File: src/rtl/rtc_seq_pkg.sv
// Shared types and constants for the RTC read-address sequencer.
package rtc_seq_pkg;

  // Sweep sequencer states.
  typedef enum logic [1:0] {
    StIdle,
    StIssue,
    StGap,
    StDone
  } rtc_seq_state_e;

  // First time-keeping register and number of registers in one time/date sweep.
  localparam logic [7:0]  RTC_BASE_ADDR     = 8'h21;
  localparam int unsigned RTC_NUM_TIME_REGS = 6;

  // Width of a register index: max(1, clog2(n)).
  function automatic int unsigned idx_width(input int unsigned n);
    int unsigned w;
    w = 1;
    if (n > 1) begin
      w = unsigned'($clog2(n));
    end
    return w;
  endfunction

endpackage

File: src/rtl/rtc_seq_timer.sv
// Bus-acknowledge wait counter for the RTC read sequencer.
// Compiled only when RTC_SEQ_TIMEOUT_EN is defined; the default build has no timeout logic.
`ifdef RTC_SEQ_TIMEOUT_EN
module rtc_seq_timer #(
  parameter int unsigned Limit = 255
) (
  input  logic clk_i,
  input  logic reset_i,
  input  logic clear_i,
  input  logic en_i,
  output logic expired_o
);

  // The count only needs to reach Limit-1: expired_o flags the cycle that would be the Limit-th.
  localparam int unsigned CntW = (Limit < 2) ? 1 : $clog2(Limit);
  localparam logic [CntW-1:0] LastCnt = CntW'(Limit - 1);

  logic [CntW-1:0] cnt_q;

  // Count waiting cycles; hold at the limit so the counter can never wrap.
  always_ff @(posedge clk_i) begin
    if (reset_i || clear_i) begin
      cnt_q <= '0;
    end else if (en_i && !expired_o) begin
      cnt_q <= cnt_q + 1'b1;
    end
  end

  // High during the cycle that completes Limit waiting cycles.
  assign expired_o = (cnt_q == LastCnt);

endmodule
`endif

File: src/rtl/rtc_read_sequencer.sv
// RTC read-address sequencer: on start, walks NUM_REGS register addresses from BASE_ADDR with a
// req/ack handshake per register and returns each read byte tagged with its index.
// Optional: define RTC_SEQ_TIMEOUT_EN to abort a sweep when bus_ack does not arrive within
// TIMEOUT_CYC request cycles (err pulse); otherwise the sequencer waits indefinitely.
module rtc_read_sequencer
  import rtc_seq_pkg::*;
#(
  parameter int unsigned ADDR_W      = 8,
  parameter int unsigned DATA_W      = 8,
  parameter logic [ADDR_W-1:0] BASE_ADDR = ADDR_W'(RTC_BASE_ADDR),
  parameter int unsigned NUM_REGS    = RTC_NUM_TIME_REGS,
  parameter int unsigned TIMEOUT_CYC = 255,
  localparam int unsigned IDX_W      = idx_width(NUM_REGS)
) (
  input  logic              clk_i,
  input  logic              reset_i,
  input  logic              start_i,
  input  logic              cont_mode_i,
  input  logic              bus_ack_i,
  input  logic [DATA_W-1:0] bus_rdata_i,
  output logic              bus_req_o,
  output logic [ADDR_W-1:0] bus_addr_o,
  output logic              rd_valid_o,
  output logic [DATA_W-1:0] rd_data_o,
  output logic [IDX_W-1:0]  rd_idx_o,
  output logic              busy_o,
  output logic              done_o,
  output logic              err_o
);

  localparam logic [IDX_W-1:0] LastIdx = IDX_W'(NUM_REGS - 1);

  rtc_seq_state_e    state_q, state_d;
  logic [IDX_W-1:0]  idx_q, idx_d;
  logic              rd_valid_q, rd_valid_d;
  logic [DATA_W-1:0] rd_data_q, rd_data_d;
  logic [IDX_W-1:0]  rd_idx_q, rd_idx_d;

  logic last_idx;
  logic timeout_hit;

  assign last_idx = (idx_q == LastIdx);

`ifdef RTC_SEQ_TIMEOUT_EN
  logic wait_expired;
  logic err_q;

  // The counter is held clear outside ISSUE, so every ISSUE entry starts from zero.
  rtc_seq_timer #(
    .Limit(TIMEOUT_CYC)
  ) u_timer (
    .clk_i    (clk_i),
    .reset_i  (reset_i),
    .clear_i  (state_q != StIssue),
    .en_i     ((state_q == StIssue) && !bus_ack_i),
    .expired_o(wait_expired)
  );

  // An ack arriving in the limit cycle still completes normally.
  assign timeout_hit = (state_q == StIssue) && !bus_ack_i && wait_expired;

  // One-cycle err pulse following the aborting edge.
  always_ff @(posedge clk_i) begin
    if (reset_i) begin
      err_q <= 1'b0;
    end else begin
      err_q <= timeout_hit;
    end
  end

  assign err_o = err_q;
`else
  logic unused_timeout_cfg;

  assign timeout_hit        = 1'b0;
  assign err_o              = 1'b0;
  assign unused_timeout_cfg = ^TIMEOUT_CYC;
`endif

  // Next-state, index and read-capture logic.
  always_comb begin
    state_d    = state_q;
    idx_d      = idx_q;
    rd_valid_d = 1'b0;
    rd_data_d  = rd_data_q;
    rd_idx_d   = rd_idx_q;

    case (state_q)
      StIdle: begin
        if (start_i) begin
          idx_d   = '0;
          state_d = StIssue;
        end
      end

      StIssue: begin
        if (bus_ack_i) begin
          rd_valid_d = 1'b1;
          rd_data_d  = bus_rdata_i;
          rd_idx_d   = idx_q;
          if (last_idx) begin
            state_d = StDone;
          end else begin
            idx_d   = idx_q + 1'b1;
            state_d = StGap;
          end
        end else if (timeout_hit) begin
          // Abort the sweep; continuous mode deliberately does not restart after an error.
          idx_d   = '0;
          state_d = StIdle;
        end
      end

      // Guarantees a low bus_req cycle between consecutive requests.
      StGap: begin
        state_d = StIssue;
      end

      StDone: begin
        idx_d = '0;
        if (cont_mode_i) begin
          state_d = StIssue;
        end else begin
          state_d = StIdle;
        end
      end

      default: begin
        idx_d   = '0;
        state_d = StIdle;
      end
    endcase
  end

  // State, index and read-result registers; reset aborts any sweep on the same edge.
  always_ff @(posedge clk_i) begin
    if (reset_i) begin
      state_q    <= StIdle;
      idx_q      <= '0;
      rd_valid_q <= 1'b0;
      rd_data_q  <= '0;
      rd_idx_q   <= '0;
    end else begin
      state_q    <= state_d;
      idx_q      <= idx_d;
      rd_valid_q <= rd_valid_d;
      rd_data_q  <= rd_data_d;
      rd_idx_q   <= rd_idx_d;
    end
  end

  // Bus and status outputs decode directly from registered state, so they are glitch-free and
  // bus_addr stays stable for the whole request; the address wraps modulo 2^ADDR_W.
  assign bus_req_o  = (state_q == StIssue);
  assign bus_addr_o = bus_req_o ? (BASE_ADDR + ADDR_W'(idx_q)) : '0;
  assign busy_o     = (state_q != StIdle);
  assign done_o     = (state_q == StDone);
  assign rd_valid_o = rd_valid_q;
  assign rd_data_o  = rd_data_q;
  assign rd_idx_o   = rd_idx_q;

endmodule
File: config.mk
export PLATFORM = sky130hd
export DESIGN_NAME = rtc_read_sequencer
export DESIGN_NICKNAME = d
export VERILOG_FILES = /design/src/rtl/rtc_seq_pkg.sv /design/src/rtl/rtc_seq_timer.sv /design/src/rtl/rtc_read_sequencer.sv
export SDC_FILE = /design/constraint.sdc
export NUM_CORES = 1
export LEC_CHECK = 0
export BUFFER_PORTS_ARGS = -buffer_cell sky130_fd_sc_hd__buf_2
export CAP_MARGIN = 20
export CORE_MARGIN = 4
export CORE_UTILIZATION = 30
export CTS_BUF_LIST = sky130_fd_sc_hd__clkbuf_4
export DETAILED_ROUTE_END_ITERATION = 12
export PLACE_DENSITY = 0.53
export SETUP_SLACK_MARGIN = 0.3
export SLEW_MARGIN = 20
export SYNTH_ARGS = -nofsm -noshare
export SYNTH_HDL_FRONTEND = slang
export SYNTH_SLANG_ARGS = --single-unit
export TNS_END_PERCENT = 10
File: constraint.sdc
create_clock -name clk_i -period 1.6 [get_ports clk_i]
set_input_delay 0.08 -clock clk_i [delete_from_list [all_inputs] [get_ports clk_i]]
set_output_delay 0.08 -clock clk_i [all_outputs]
set_load 0.05 [all_outputs]
==> flow_metrics.py <==
metrics = {
    "power_and_ir_drop": {
        "p_per_area_mw_per_mm2": 834.4,
        "leakage_nw": 0.5249,
        "p_int_uw": 633.2,
        "power_frac_comb": 0.272,
        "ir_drop_v": 0.0004310,
        "clkPwrFrac": 0.254,
        "seqPwrFrac": 0.474,
        "switchingPower_uw": 314.8,
        "swShare": 0.3321,
    },
    "sta": {
        "tns_ns": 0,
        "maxSlewViolCount": 0,
        "finalHoldWorstSlack_ns": 0.03600,
        "hold_violations": 0,
        "min_period_ns": 1.324,
        "finClkSkew_ns": 0.0008017,
        "grt_setup_unrepaired": "yes",
        "post-route-period-util": 0.8274,
        "fmax_ghz": 0.7554,
        "setup_violations": 0,
    },
    "setup_path": {
        "cp.arrival_ns": 1.54,
        "critPathKind": "reg -> reg",
        "crit_path_max_fanout": 4,
        "start_kind": "flop",
        "setup.worst_path.end_class": "flop",
        "r2r_cells": 5,
        "crit_required_ns": 1.81,
        "r2r_slack_ns": 0.28,
    },
    "synth": {
        "synth_edf_count": 0,
        "yosysSeqAreaShare": 0.4217,
        "syn_inst": 98,
        "syn-cell-area_um2": 807.0,
        "synth_cell_type_count": 27,
        "ys.flop_type": "dfxtp_1",
        "synth_top_area_cell": "dfxtp_1",
        "yosysTopAreaCellShare": 0.4217,
        "ys_seq_elements": 17,
        "yosysWarningCount": 0,
        "avgSynthCellArea_um2": 8.235,
        "synth_area_leaders": "dfxtp_1 (42%), a21oi_1 (7.4%), nand3_1 (6.8%)",
        "synthArstFlopShare": 0,
    },
    "place": {
        "hpwl_um": 1404,
        "port_buffers": 32,
        "place.gp.congestion": 0.7823,
    },
    "routing": {
        "dr.pass1.iters": 4,
        "routedWlPerCell_um": 11.89,
        "drc": 0,
        "met1_length_um": 857,
        "wl_met2_um": 977,
        "via_per_inst": 4.859,
        "finalWirelength_um": 1938,
        "top_layer_used": "met3",
        "drt_iter0_markers": 21,
        "ant_nets": 0,
        "route.met3.wl_um": 104,
        "vias": 792,
    },
    "finish": {
        "area_growth_pct": 40.78,
        "layout_commonest_cell": "buf_2",
        "drive_gt1_frac": 0.4586,
        "final_cell_mix": "buf_2 (24), dfxtp_1 (13), a21oi_1 (12)",
        "multi_input_area_um2": 435.4,
        "num-fill-cells": 261,
        "final_nets": 149,
        "seqCellArea_um2": 355.3,
        "antenna_cells": 0,
    },
    "clock_tree": {
        "clkLatencyLatePin_ns": 0.29,
        "cts_buffers": 3,
        "root_buffer": "clkbuf_4",
        "clock_sinks": 17,
        "clockBufferDepth": 2,
        "cts_tree": "yes",
        "path_clk_slew_ns": 0.09,
        "cts_max_level": 1,
    },
    "global_routing": {
        "overflow": 0,
        "antenna_found_initial": 0,
        "grt_usage": 0.1090,
        "grt_pass1_wl_um": 3008,
        "grt_max_degree": 18,
        "grt_pass1_vias": 675,
    },
    "floorplan": {
        "initial_core_util": 0.3199,
        "die_h_um": 59.87,
        "die_w_um": 59.87,
        "die_area_mm2": 0.003584,
        "std_cell_rows": 18,
        "coreArea_mm2": 0.002522,
        "num_io_pins": 37,
    },
    "run": {
        "maxCapViolCount": 0,
    },
    "hold_path": {
        "hold_depth": 3,
        "worst_hold_path_type": "in -> reg",
    },
    "outcome": {
        "status": "finished clean",
    },
}
[worst max-delay path: stages, from the launching register on]
cell     delay, ns
dfxtp_4       0.39
inv_2         0.05
ha_4          0.15
a21bo_1       0.19
or3_1         0.30
a31oi_1       0.16
[logic make-up (layout without fill, tap and decap cells)]
kind of cell	after synthesis	after routing	share of synthesized area
compound gates	20	20	0.1597
xor+xnor	1	1	0.01085
fa+ha+maj	2	2	0.03100
buf+inv	17	49	0.1132
flops	17	17	0.4217
mux	1	1	0.01240
other cells	1	4	0.004647
simple gates	39	39	0.2465
[stage by stage]
stage          instance area [um^2]  setup WS (ns)  instances    util  power (mW)
3_5_place_dp                  972.2         0.1922        155  0.3854      0.6870
5_1_grt                        1136         0.2265        163  0.4504      0.9969
3_3_place_gp                  972.2         0.2445        155  0.3854      0.6863
2_1_floorplan                 820.8         0.1772        101       -      0.6431
4_1_cts                        1130         0.2570        163  0.4479      0.9644
6_report                       1136         0.2761        163  0.4504      0.9479
[timing repair]
action	in CTS	in global routing
hold buffers	0	0
setup endpoints to repair	12	12
pin swaps	3	1
setup buffers	4	0
hold endpoints to repair	0	0
resized for setup	31	2
[power by group through the flow]
stage | registers [mW] | clock network, mW | logic [mW]
floorplan | 0.494 | 0 | 0.150
global placement | 0.461 | 0 | 0.225
detailed placement | 0.461 | 0 | 0.225
CTS | 0.450 | 0.256 | 0.258
global route | 0.452 | 0.270 | 0.274
finish | 0.450 | 0.241 | 0.258
[state kept, by name, indices dropped and copies added (netlist names)]
signal      cells
rd_data_o       8
idx_q           3
rd_idx_o        3
state_q         2
rd_valid_o      1
[metal layers]
metal,vias up,GRT usage
li1,395,-
met3,0,0.03240
met4,0,0.03797
met5,-,0
met1,378,0.1330
met2,19,0.1806
[Yosys cell counts (2+ instances only)]
| master | n |
|---|---|
| a21oi_1 | 12 |
| buf_4 | 7 |
| clkbuf_1 | 3 |
| dfxtp_1 | 17 |
| ha_1 | 2 |
| inv_1 | 6 |
| nand2_1 | 11 |
| nand3_1 | 11 |
| nor2_1 | 8 |
| o2111ai_1 | 2 |
| o221a_2 | 2 |
| or3_1 | 2 |
[area by class of cell]
class                           instances  area share
Multi-Input combinational cell         67      0.3833
Sequential cell                        17      0.3128
Tap cell                               30     0.03304
Clock buffer                            4     0.02643
Timing Repair Buffer                   39      0.2247
Inverter                                6     0.01982
[path summary, 6_finish.rpt]
check,start,endpoint
worst max register to register,idx_q[1]$_SDFFE_PP0P_,idx_q[1]$_SDFFE_PP0P_
worst min-delay path,bus_rdata_i[7],rd_data_o[7]$_SDFFE_PP0P_
worst min register to register,rd_data_o[2]$_SDFFE_PP0P_,rd_data_o[2]$_SDFFE_PP0P_
worst max-delay path,idx_q[1]$_SDFFE_PP0P_,idx_q[1]$_SDFFE_PP0P_
Power figures use the tool's default switching activity.
